`config.mk`:
```
export PLATFORM = sky130hd
export DESIGN_NAME = gate_check_sequencer
export DESIGN_NICKNAME = d
export VERILOG_FILES = /design/src/rtl/gate_check_sequencer.sv
export SDC_FILE = /design/constraint.sdc
export NUM_CORES = 1
export LEC_CHECK = 0
export CORE_MARGIN = 4
export CORE_UTILIZATION = 30
export CTS_CLUSTER_DIAMETER = 200
export DETAILED_ROUTE_END_ITERATION = 12
export PLACE_DENSITY = 0.54
export SYNTH_ARGS = -nofsm -noshare
export SYNTH_HDL_FRONTEND = slang
export SYNTH_SLANG_ARGS = --single-unit
```
`constraint.sdc`:
```
create_clock -name clk -period 2.16 [get_ports clk]
set_input_delay 0.432 -clock clk [delete_from_list [all_inputs] [get_ports clk]]
set_output_delay 0.432 -clock clk [all_outputs]
set_load 0.005 [all_outputs]
```
`src/rtl/gate_check_sequencer.sv`:
```
// Drives a deterministic run of test vectors into a bank of buf/not gate lanes
// and scores the sampled outputs, reporting pass/fail counts and the first failure.
module gate_check_sequencer #(
    parameter int          WIDTH       = 8,
    parameter int          NUM_VECTORS = 10,
    parameter int          SETTLE      = 1,
    parameter logic [15:0] SEED        = 16'hACE1,
    localparam int         CW          = $clog2(NUM_VECTORS + 1)
) (
    input  logic             clk,
    input  logic             rst,
    input  logic             start,
    input  logic             abort,
    output logic [WIDTH-1:0] drv_a,
    input  logic [WIDTH-1:0] obs_c,
    input  logic [WIDTH-1:0] obs_d,
    output logic             busy,
    output logic             done,
    output logic [CW-1:0]    pass_cnt,
    output logic [CW-1:0]    fail_cnt,
    output logic             fail_seen,
    output logic [CW-1:0]    first_fail_idx
);

    localparam int WW = (SETTLE > 1) ? $clog2(SETTLE) : 1;

    typedef enum logic [1:0] {
        S_IDLE  = 2'd0,
        S_WAIT  = 2'd1,
        S_CHECK = 2'd2
    } state_t;

    state_t        state;
    logic [15:0]   lfsr;
    logic [15:0]   lfsr_next;
    logic [CW-1:0] idx;
    logic [WW-1:0] wait_cnt;
    logic          vec_ok;
    logic          last_vec;
    logic          last_wait;

    assign lfsr_next = lfsr[0] ? ((lfsr >> 1) ^ 16'hB400) : (lfsr >> 1);
    // Exact-match compare so an undriven or unknown lane fails the vector.
    assign vec_ok    = (obs_c === drv_a) && (obs_d === ~drv_a);
    assign last_vec  = (idx == CW'(NUM_VECTORS - 1));
    assign last_wait = (wait_cnt == WW'(SETTLE - 1));

    // start is a level sampled each edge and only acted on in S_IDLE; abort is
    // sampled every edge and always wins over start.
    always_ff @(posedge clk) begin
        if (rst) begin
            state          <= S_IDLE;
            lfsr           <= SEED;
            drv_a          <= '0;
            idx            <= '0;
            wait_cnt       <= '0;
            busy           <= 1'b0;
            done           <= 1'b0;
            pass_cnt       <= '0;
            fail_cnt       <= '0;
            fail_seen      <= 1'b0;
            first_fail_idx <= '0;
        end else begin
            case (state)
                S_IDLE: begin
                    if (abort) begin
                        done <= 1'b0;
                    end else if (start) begin
                        lfsr           <= SEED;
                        drv_a          <= '0;
                        idx            <= '0;
                        wait_cnt       <= '0;
                        pass_cnt       <= '0;
                        fail_cnt       <= '0;
                        fail_seen      <= 1'b0;
                        first_fail_idx <= '0;
                        done           <= 1'b0;
                        busy           <= 1'b1;
                        state          <= S_WAIT;
                    end
                end
                S_WAIT: begin
                    if (abort) begin
                        busy  <= 1'b0;
                        state <= S_IDLE;
                    end else begin
                        wait_cnt <= wait_cnt + WW'(1);
                        if (last_wait) begin
                            state <= S_CHECK;
                        end
                    end
                end
                S_CHECK: begin
                    if (abort) begin
                        busy  <= 1'b0;
                        state <= S_IDLE;
                    end else begin
                        if (vec_ok) begin
                            pass_cnt <= pass_cnt + CW'(1);
                        end else begin
                            fail_cnt <= fail_cnt + CW'(1);
                            if (!fail_seen) begin
                                fail_seen      <= 1'b1;
                                first_fail_idx <= idx;
                            end
                        end
                        if (last_vec) begin
                            done  <= 1'b1;
                            busy  <= 1'b0;
                            state <= S_IDLE;
                        end else begin
                            lfsr     <= lfsr_next;
                            drv_a    <= lfsr_next[WIDTH-1:0];
                            idx      <= idx + CW'(1);
                            wait_cnt <= '0;
                            state    <= S_WAIT;
                        end
                    end
                end
                default: begin
                    busy  <= 1'b0;
                    state <= S_IDLE;
                end
            endcase
        end
    end

endmodule

```
==> results.md <==
- Top cells by instance count after synthesis: dfxtp_1 (42), nand2_1 (38), a21oi_1 (20)
- Power density cells: 581 nW/µm²
- Setup slack at placement: -0.274 ns
- Largest net degree at the start of global routing: 27
- Via count: 1904
- Kind of end point of the critical path: flip-flop
- Die width: 92.2 µm
- First-pass GRT wire length: 8460 µm
- Number of synthesized flops with an enable pin: 0
- Storage cell area: 841 µm²
- # fillers: 707
- Synth cell types: 46
- Ys flop type: dfxtp_1
- Row count: 30
- CTS root buf: clkbuf_8
- Number of global-route vias before repair: 1755
- Num ports: 43
- Setup violations, final: 0
- Via density: 4.74
- Period utilisation layout: 96.3%
- Post-synthesis simple-gate area fraction: 31.9%
- Critical Path RT: 2.38 ns
- Synth top area share: 39.5%
- Global placement routability congestion: 0.767
- DR pass1 iterations: 4
- Multi-input logic area: 1200 µm²
- Family with the most delay on the worst path: simple AND/OR/NAND/NOR gates
- Status: completed
- Slew @ Worst Pin: 0.602 ns
- Fin. max-slew vios: 0
- Postcts setup bufs: 0
- H-tree Lvls: 2
- Max Cap Viol: 0
- Count leader, synth: dfxtp_1
- Final ANT Viol Nets: 0
- Worst Path Buf+Inv: 1
- Reg clk slew, reported paths: 0.09 ns
- Worst slew margin: 59.6%
- Clock power share: 37.7%
- Max frequency: 481 MHz
- Area Growth Syn to Fin: 36.1%
- Power Internal: 1.26 mW
- Hold path depth: 2
- Port buffer count: 42
- CTS sink cnt: 42
- Fin nets: 329
- Xor and xnor area share after synthesis: 2.47%
- Maximum clock path buffer count: 2
- Die Height: 92.2 µm
- Skew-Pair Late Insertion Delay: 0.30 ns
- Post-Synth Adder-Cell Area: 2.35%
- CTS tree: built
- Asr flop ratio synth: 0%
- Synth area leader: dfxtp_1
- Cts bufs inserted: 5
- Sequential share of power: 48.9%
- Final Power: 1.68 mW
- Sequential fraction of the synthesis area: 39.5%
- NetSw: 417 µW
- Fin worst setup slack: 0.0804 ns
- Diodes inserted: 0
- Global route total overflow: 0
- Layout cell share with drive strength beyond 1: 15.4%
- Synthesized area per cell: 8.44 µm²
- WP data arrival: 2.30 ns
- FF-to-FF path depth: 5
- Crit path cell chain: clkdlybuf4s50_1, and3b_2, o22ai_2, or4_4, a41oi_4, mux2i_1
- Mapped Cells: 252
- DP HPWL: 3810 µm
- Final hold vios: 0
- Ys Warns: 0
- Initial antenna violation count: 0
- Max VDD drop: 0.000282 V
- CORE AREA: 6830 µm²
- Maximum fanout along the worst path: 4
- Leak: 1.11 nW
- Remaining DRCs: 0
- Combinational Power Share: 13.5%
- CP Depth: 6
- Wire per inst: 12.7 µm
- Total GRT Usage: 12.2%
- Worst hold-check path type: reg2reg
- Multiplexer area fraction after synthesis: 2.88%
- Initial core utilization: 31.1%
- Critical path's slowest cell: or4_4
- Largest cells by area after synthesis: dfxtp_1 (40%), nand2_1 (6.7%), a21oi_1 (4.7%)
- Crit path kind: in2reg
- FF+latch count, synth: 42
- Post-synth design cell area: 2130 µm²
- WL final: 5090 µm
- Max incr delay on CP: 0.57 ns
- Compound-cell area share of the yosys netlist: 14.8%
- Initial DRC count: 58
- Final Critical Period: 2.08 ns
- Syn Nets: 276
- Die Footprint: 8500 µm²
- Largest family of logic cells by synthesized area: simple AND/OR/NAND/NOR gates
- Switching share of power: 24.8%
- Startpoint types: input pin
- Fin Clk Skew: 0.00834 ns
- Post-CTS Hold Buffers: 0
## cell type report
cell class              instances  share of cell area (%)
repair buffers                 64                    20.8
flip-flops and latches         42                    29.1
multi-input cells             188                    41.5
clock buffers                   5                    2.38
inverters                       4                   0.519
clock inverters                 3                    1.51
well taps                      96                    4.15
## final timing paths
| kind | start | endpoint | slack [ns] |
|---|---|---|---|
| hold / removal | lfsr[5] | drv_a[4] | 0.46 |
| setup reg to reg | drv_a[4] | first_fail_idx[1] | 0.18 |
| hold reg to reg | lfsr[5] | drv_a[4] | 0.46 |
| setup / recovery | obs_c[5] | first_fail_idx[1] | 0.08 |
## power groups by stage
| stage | Clock [mW] | Sequential, mW | Combinational [mW] |
|---|---|---|---|
| after floorplan | 0 | 0.827 | 0.136 |
| after global placement | 0 | 0.838 | 0.222 |
| after detailed placement | 0 | 0.838 | 0.224 |
| after CTS | 0.658 | 0.820 | 0.224 |
| after global routing | 0.683 | 0.825 | 0.251 |
| final | 0.633 | 0.821 | 0.226 |
## worst reg2reg max path, cell delays in order (launching register included)
cell     delay, ns
dfxtp_1       0.48
and3b_2       0.23
o22ai_2       0.08
or4_4         0.57
a41oi_4       0.33
mux2i_1       0.22
## per-stage QoR
step                setup TNS, ns  hold WS (ns)  instances  util, %  area [µm²]
floorplan                       0         0.429        252        -        2130
global placement            -2.11         0.439        394     40.1        2740
detailed placement          -2.31         0.447        394     40.1        2740
CTS                             0         0.461        402     41.8        2850
global route             -0.00443         0.475        402     42.4        2890
finish                          0         0.456        402     42.4        2890
## state kept, by name, summed over array words and instances (netlist names)
| register | cells |
|---|---|
| busy | 1 |
| done | 1 |
| drv_a | 8 |
| fail_cnt | 4 |
| fail_seen | 1 |
| first_fail_idx | 4 |
| idx | 4 |
| lfsr | 12 |
| pass_cnt | 4 |
| state | 2 |
| wait_cnt | 1 |
## layout by cell type (no fill, tap or decap), drive strengths merged, types with 5 or more instances in the layout
cell type | Yosys | final
dfxtp | 42 | 42
clkdlybuf4s50 | 0 | 40
nand2 | 38 | 38
buf | 10 | 22
a21oi | 20 | 20
nand3 | 17 | 17
nor2 | 14 | 14
nand2b | 11 | 11
and3b | 9 | 9
o21ai | 8 | 8
nor3b | 8 | 8
nor3 | 5 | 5
mux2i | 5 | 5
clkbuf | 7 | 5
inv | 4 | 5
## cell families after synthesis
family	after synthesis
simple gates	123
buf+inv	22
fa+ha+maj	4
flops	42
mux	6
xor+xnor	6
compound gates	49
## repair_timing
item                                    CTS  global route
hold endpoints to repair                  0             0
gates resized for setup                   0             9
endpoints found under the setup margin    0             5
## per-layer routing
metal / wire length [µm] / GRT usage [%] / vias up
met4: 65 / 4.46 / 0
met1: 2440 / 16.4 / 887
li1: - / - / 987
met2: 2430 / 19.3 / 25
met5: 0 / 0 / -
met3: 155 / 2.21 / 5
Note: power is estimated with default switching activity, not from simulation.
